===== src/rtl/rv32_icache_pkg.sv =====
// Shared RV32 definitions: base opcodes, the canonical NOP word and the
// instruction-cache controller state encoding.
package rv32_icache_pkg;

   // RV32I major opcodes (instruction bits [6:0])
   localparam logic [6:0] OPC_LUI      = 7'b0110111;
   localparam logic [6:0] OPC_AUIPC    = 7'b0010111;
   localparam logic [6:0] OPC_JAL      = 7'b1101111;
   localparam logic [6:0] OPC_JALR     = 7'b1100111;
   localparam logic [6:0] OPC_BRANCH   = 7'b1100011;
   localparam logic [6:0] OPC_LOAD     = 7'b0000011;
   localparam logic [6:0] OPC_STORE    = 7'b0100011;
   localparam logic [6:0] OPC_OP_IMM   = 7'b0010011;
   localparam logic [6:0] OPC_OP       = 7'b0110011;
   localparam logic [6:0] OPC_MISC_MEM = 7'b0001111;
   localparam logic [6:0] OPC_SYSTEM   = 7'b1110011;

   // addi x0, x0, 0 -- handed to fetch whenever no real instruction is available
   localparam logic [31:0] RV32_NOP = 32'h00000013;

   // Cache controller states: looking up (IDLE) or waiting on a line fill (REQ)
   typedef enum logic [0:0] {
      ICACHE_IDLE = 1'b0,
      ICACHE_REQ  = 1'b1
   } icache_state_e;

   // Rebuild a byte address from a 30-bit word address
   function automatic logic [31:0] byte_of_word(input logic [29:0] word_addr);
      return {word_addr, 2'b00};
   endfunction

endpackage


===== src/rtl/rv32_icache_store.sv =====
// Line storage for the direct-mapped instruction cache: per-line valid bits
// (reset and bulk-clearable), plus tag and data arrays with an asynchronous
// read port and a single synchronous write port.
module rv32_icache_store #(
   parameter int LINES = 16,
   parameter int IDX_W = 4,
   parameter int TAG_W = 26
) (
   input  logic             clk,
   input  logic             reset_,
   // lookup port
   input  logic [IDX_W-1:0] rd_index_i,
   output logic             rd_valid_o,
   output logic [TAG_W-1:0] rd_tag_o,
   output logic [31:0]      rd_data_o,
   // fill port
   input  logic             wr_en_i,
   input  logic [IDX_W-1:0] wr_index_i,
   input  logic [TAG_W-1:0] wr_tag_i,
   input  logic [31:0]      wr_data_i,
   // invalidate every line at the next edge
   input  logic             clear_i
);

   logic [LINES-1:0] valid_q;
   logic [TAG_W-1:0] tag_mem  [LINES];
   logic [31:0]      data_mem [LINES];

   // One valid flop per line; a clear always wins over a simultaneous fill
   generate
      for (genvar gi = 0; gi < LINES; gi++) begin : g_valid
         // Per-line valid bit: reset/clear drop it, a fill to this index sets it
         always_ff @(posedge clk or negedge reset_) begin
            if (!reset_) begin
               valid_q[gi] <= 1'b0;
            end else if (clear_i) begin
               valid_q[gi] <= 1'b0;
            end else if (wr_en_i && (wr_index_i == IDX_W'(gi))) begin
               valid_q[gi] <= 1'b1;
            end
         end
      end
   endgenerate

   // Tag and data arrays carry no reset; valid_q alone decides whether they mean anything
   always_ff @(posedge clk) begin
      if (wr_en_i) begin
         tag_mem[wr_index_i]  <= wr_tag_i;
         data_mem[wr_index_i] <= wr_data_i;
      end
   end

   // Zero-latency lookup so a hit is answered in the request cycle
   always_comb begin
      rd_valid_o = valid_q[rd_index_i];
      rd_tag_o   = tag_mem[rd_index_i];
      rd_data_o  = data_mem[rd_index_i];
   end

endmodule


===== src/rtl/rv32_icache.sv =====
// Direct-mapped, one-word-per-line instruction cache sitting between the
// fetch stage and a handshaked backing memory. Hits are answered
// combinationally; a miss issues a single word read and stalls fetch until
// the line is filled. A flush (fence.i) invalidates everything and, if it
// lands during a fill, causes that fill's data to be dropped.
// LINES must be a power of two, at least 2.
import rv32_icache_pkg::*;

module rv32_icache #(
   parameter int LINES = 16
) (
   input  logic        clk,
   input  logic        reset_,
   input  logic        instr_read_in,
   input  logic [31:0] instr_address_in,
   output logic [31:0] instr_read_value_out,
   output logic        instr_ready_out,
   input  logic        flush_in,
   output logic        mem_read_out,
   output logic [31:0] mem_address_out,
   input  logic        mem_ready_in,
   input  logic [31:0] mem_read_value_in
);

   localparam int IDX_W = $clog2(LINES);
   localparam int TAG_W = 30 - IDX_W;

   icache_state_e    state_q, state_d;
   logic [29:0]      miss_word_q, miss_word_d;
   logic             discard_q, discard_d;

   logic [IDX_W-1:0] lookup_index;
   logic [TAG_W-1:0] lookup_tag;
   logic             line_valid;
   logic [TAG_W-1:0] line_tag;
   logic [31:0]      line_data;

   logic             in_idle;
   logic             tag_hit;
   logic             hit;
   logic             miss;
   logic             fill_done;
   logic             fill_write;
   logic [IDX_W-1:0] fill_index;
   logic [TAG_W-1:0] fill_tag;
   logic             addr_unused;

   // Byte offset within the word plays no part in lookup
   assign addr_unused  = ^instr_address_in[1:0];
   assign lookup_index = instr_address_in[IDX_W+1:2];
   assign lookup_tag   = instr_address_in[31:IDX_W+2];

   // The latched miss word address also provides the fill index and tag
   assign fill_index = miss_word_q[IDX_W-1:0];
   assign fill_tag   = miss_word_q[29:IDX_W];

   assign in_idle   = (state_q == ICACHE_IDLE);
   assign tag_hit   = line_valid && (line_tag == lookup_tag);
   // A flush cycle reports neither hit nor miss
   assign hit       = instr_read_in && in_idle && !flush_in && tag_hit;
   assign miss      = instr_read_in && in_idle && !flush_in && !tag_hit;
   assign fill_done = (state_q == ICACHE_REQ) && mem_ready_in;
   // Data from a fill overlapped by a flush (earlier or this cycle) is stale
   assign fill_write = fill_done && !discard_q && !flush_in;

   rv32_icache_store #(
      .LINES (LINES),
      .IDX_W (IDX_W),
      .TAG_W (TAG_W)
   ) u_store (
      .clk        (clk),
      .reset_     (reset_),
      .rd_index_i (lookup_index),
      .rd_valid_o (line_valid),
      .rd_tag_o   (line_tag),
      .rd_data_o  (line_data),
      .wr_en_i    (fill_write),
      .wr_index_i (fill_index),
      .wr_tag_i   (fill_tag),
      .wr_data_i  (mem_read_value_in),
      .clear_i    (flush_in)
   );

   // State register; reset forces IDLE at once, abandoning any fill in flight
   always_ff @(posedge clk or negedge reset_) begin
      if (!reset_) begin
         state_q <= ICACHE_IDLE;
      end else begin
         state_q <= state_d;
      end
   end

   // Next state: start a fill on a miss, return to lookup when memory answers
   always_comb begin
      state_d = state_q;
      case (state_q)
         ICACHE_IDLE: if (miss)         state_d = ICACHE_REQ;
         ICACHE_REQ:  if (mem_ready_in) state_d = ICACHE_IDLE;
         default:                       state_d = ICACHE_IDLE;
      endcase
   end

   // Miss address and discard flag: what to fetch, and whether to keep it
   always_comb begin
      miss_word_d = miss_word_q;
      discard_d   = discard_q;
      if (miss) begin
         miss_word_d = instr_address_in[31:2];
      end
      if (in_idle) begin
         discard_d = 1'b0;
      end else if (mem_ready_in) begin
         discard_d = 1'b0;
      end else if (flush_in) begin
         discard_d = 1'b1;
      end
   end

   // Registers for the fill bookkeeping
   always_ff @(posedge clk or negedge reset_) begin
      if (!reset_) begin
         miss_word_q <= '0;
         discard_q   <= 1'b0;
      end else begin
         miss_word_q <= miss_word_d;
         discard_q   <= discard_d;
      end
   end

   // Outputs: an idle fetch port is always "ready" with a NOP; the memory
   // request is held stable for the whole REQ state
   always_comb begin
      instr_ready_out      = !instr_read_in || hit;
      instr_read_value_out = hit ? line_data : RV32_NOP;
      mem_read_out         = (state_q == ICACHE_REQ);
      mem_address_out      = '0;
      if (state_q == ICACHE_REQ) begin
         mem_address_out = byte_of_word(miss_word_q);
      end
   end

endmodule


===== config.mk =====
export PLATFORM = sky130hd
export DESIGN_NAME = rv32_icache
export DESIGN_NICKNAME = d
export VERILOG_FILES = /design/src/rtl/rv32_icache_pkg.sv /design/src/rtl/rv32_icache_store.sv /design/src/rtl/rv32_icache.sv
export SDC_FILE = /design/constraint.sdc
export NUM_CORES = 1
export LEC_CHECK = 0
export BUFFER_PORTS_ARGS = -buffer_cell sky130_fd_sc_hd__buf_2
export CAP_MARGIN = 20
export CORE_MARGIN = 1
export CORE_UTILIZATION = 45
export DETAILED_ROUTE_END_ITERATION = 12
export HOLD_SLACK_MARGIN = 0.08
export PLACE_DENSITY_LB_ADDON = 0.25
export SYNTH_ARGS = -nofsm -noshare
export SYNTH_HDL_FRONTEND = slang
export SYNTH_SLANG_ARGS = --single-unit

===== constraint.sdc =====
create_clock -name clk -period 8.25 [get_ports clk]
set_clock_uncertainty 0.1 [all_clocks]
set_input_delay 1.2375 -clock clk [delete_from_list [all_inputs] [get_ports clk]]
set_output_delay 1.2375 -clock clk [all_outputs]
set_load 0.02 [all_outputs]

==> impl_metrics.csv <==
group,metric,value,unit
outcome,status,"complete, no violations",
critical_path,reg2reg_from,"u_store.tag_mem[7][23]$_DFFE_PP_",
die,floorplan.initialDensity,45.6,%
die,rows,106,
global_routing,grt_max_degree,94,
pwr,p_total,10.9,mW
timing,finalSetupViolCount,0,
synth,ys_top_cells_by_count,"928 x edfxtp_1, 244 x mux4_2, 98 x mux2i_1, 48 x dfrtp_1, 38 x buf_2",
synth,synthCells,1700,
placement,dp.cells,2922,
synth,yosysTopAreaCell,"edfxtp_1",
detailed_routing,drt_wl_total,86800,µm
critical_path,critPathMaxFanout,34,
detailed_routing,wire_per_inst,27.9,µm
critical_path,crit_path_start,"instr_address_in[3]",
timing,post-route-period-util,79.4,%
critical_path,worstPathRequired,6910,ps
critical_path,setup.worst_path.end,"instr_read_value_out[2]",
placement,finalWeightedCongestion,0.756,
clocking,postCtsHoldBufs,0,
critical_path,crit_type,"in2out",
synth,syn_area_per_cell,22.5,µm²
global_routing,antenna_found_initial,10,
detailed_routing,viasPerCell,5.70,
synth,synth_top_area_share,73.0,%
critical_path,crit_path_end_kind,"output pin",
clocking,root_buffer,"clkbuf_16",
hold_path,holdCritPathClass,"reg2reg",
die,die-area,86000,µm²
detailed_routing,ant_nets,0,
global_routing,grt_overflow,0,
timing,slew_violations,0,
die,dieWidth,293,µm
synth,synth-seq-cells,976,
die,design.core.area,83800,µm²
detailed_routing,route.detailed.drc,0,
synth,yosysMostFrequentCell,"edfxtp_1",
timing,final_hold_viol_count,0,
detailed_routing,drt_iter0_drc,1460,
timing,slew_headroom,24.4,%
timing,setup_tns,0,ps
timing,worst_pin_slew,1130,ps
clocking,cts.path.max_buffers,3,
clocking,post_cts_resized,0,
placement,dpl.hpwl,46200,µm
timing,fmax,153,MHz
finish,drive_above_1_share,31.8,%
finish,fin_cells,3107,
clocking,clk_latency,640,ps
critical_path,start_kind,"primary input",
critical_path,max_stage_delay,610,ps
detailed_routing,vias,17700,
finish,area_growth,14.3,%
timing,period_needed,6550,ps
synth,synth-seq-area-share,76.1,%
finish,fin_nets,1957,
clocking,clk_pin_slew,60,ps
critical_path,cpMostUsedCell,"buf_4",
timing,rsz0062_at_grt,"no",
synth,synth-edff-count,928,
die,fp.dieH,293,µm
flow_run,cap_violations,0,
global_routing,grt_pass1_vias,18600,
synth,ys.flop_type,"edfxtp_1",
critical_path,reg2reg_slack,4380,ps
pwr,power.density,251,nW/µm²
synth,yosysWarnings,0,
detailed_routing,dr.pass1.iters,5,
critical_path,cp_cell_sequence,"buf_4 > buf_4 > mux4_2 > mux2i_1 > mux2i_1 > xnor2_1 > nand4_1 > nor4_2 > nand3_2 > buf_4 > nor2b_1 > buf_2",
synth,ys_types,60,
global_routing,grt_pass1_wl,127000,µm
clocking,tritoncts,"yes",
critical_path,ff2ff_path_depth,9,
pwr,p_leak,14.3,nW
critical_path,cp_slowest_cell,"nor4_2",
synth,synthTopCellsByArea,"edfxtp_1 73%, mux4_2 14%, dfrtp_1 3.1%",
clocking,cts_made_buffers,98,
placement,io_buffer_count,130,
synth,synthArstFlopShare,4.92,%
clocking,cts_setup_buffers,0,
clocking,numClockSinks,976,
pwr,peakVddDrop,0.000144,V
critical_path,cp_data_arrival_time,5220,ps
critical_path,r2r_end,"miss_word_q[29]$_DFFE_PN0P_",
global_routing,grt_use_total,20.5,%
synth,netlist_area,38200,µm²
finish,fin_util,52.1,%
die,io-pin-count,135,
finish,fillCellCount,6651,
clocking,htree_num_levels,3,
-- worst min-delay path by stage --
stage,from,to,slack (ps),cells after the start
final,discard_q$_DFFE_PN0P_,discard_q$_DFFE_PN0P_,400,2
after global routing,discard_q$_DFFE_PN0P_,discard_q$_DFFE_PN0P_,430,2
after CTS,discard_q$_DFFE_PN0P_,discard_q$_DFFE_PN0P_,410,2
after detailed placement,discard_q$_DFFE_PN0P_,discard_q$_DFFE_PN0P_,390,2
after global placement,discard_q$_DFFE_PN0P_,discard_q$_DFFE_PN0P_,390,2
after floorplan,discard_q$_DFFE_PN0P_,discard_q$_DFFE_PN0P_,370,2
-- where the power goes --
part,internal [mW],total [mW],switching [mW]
sequential,5.61,5.76,0.148
combinational,0.262,0.596,0.333
clock,2.77,4.59,1.83
total,8.64,10.9,2.31
-- critical path: cells and delay by family --
family / cells / cell delay, ps
buffers and inverters: 4 / 1480
AND/OR/NAND/NOR: 4 / 1330
XOR/XNOR: 1 / 220
multiplexers: 3 / 840
-- per-stage QoR --
stage	instance area, µm²	setup slack, ps	hold slack, ps
2_1_floorplan	38200	3000	369
3_3_place_gp	40300	1690	390
3_5_place_dp	40300	1610	394
4_1_cts	43700	1610	408
5_1_grt	43700	1460	435
6_report	43700	1700	398
-- logic make-up after synthesis --
family                 share of synthesized area (%)
AND/OR/NAND/NOR                                 2.46
AO/OA/AOI/OAI                                   1.21
XOR/XNOR                                       0.596
flip-flops                                      76.1
multiplexers                                    18.1
buffers and inverters                           1.48
other                                        0.00982
-- per-layer routing --
| metal | global-route usage, % | vias up | part of all wire, % |
|---|---|---|---|
| met5 | 0 | - | 0.11 |
| met4 | 4.92 | 14 | 2.0 |
| met3 | 3.74 | 126 | 5.5 |
| met2 | 33.2 | 500 | 49 |
| met1 | 29.0 | 9594 | 43 |
| li1 | - | 7478 | - |
-- cell type report --
class / count / area, µm² / area share [%]
repair buffers: 177 / 1060 / 2.42
clock inverters: 65 / 729 / 1.67
inverters: 17 / 63.8 / 0.146
clock buffers: 118 / 2630 / 6.03
well taps: 1134 / 1420 / 3.25
flip-flops and latches: 976 / 29100 / 66.6
multi-input cells: 618 / 8690 / 19.9
diodes: 2 / 5.00 / 0.0115
-- registers in the layout, summed over array words and instances (netlist names) --
| name | cells |
|---|---|
| discard_q | 1 |
| mem_read_out | 1 |
| miss_word_q | 30 |
| u_store.data_mem | 512 |
| u_store.tag_mem | 416 |
| u_store.valid_q | 16 |
-- layout by cell type (no fill, tap or decap), types with 16 or more instances in the layout --
cell type / n
edfxtp_1: 928
mux4_2: 244
buf_2: 126
clkbuf_16: 102
mux2i_1: 98
dfrtp_1: 48
buf_4: 46
nor2b_1: 35
and2_1: 35
mux2_4: 29
xnor2_1: 24
clkinv_2: 23
clkinv_1: 19
nor2_4: 16
inv_1: 16
o22ai_1: 16
bufinv_16: 16
Note: power is estimated with default switching activity, not from simulation.
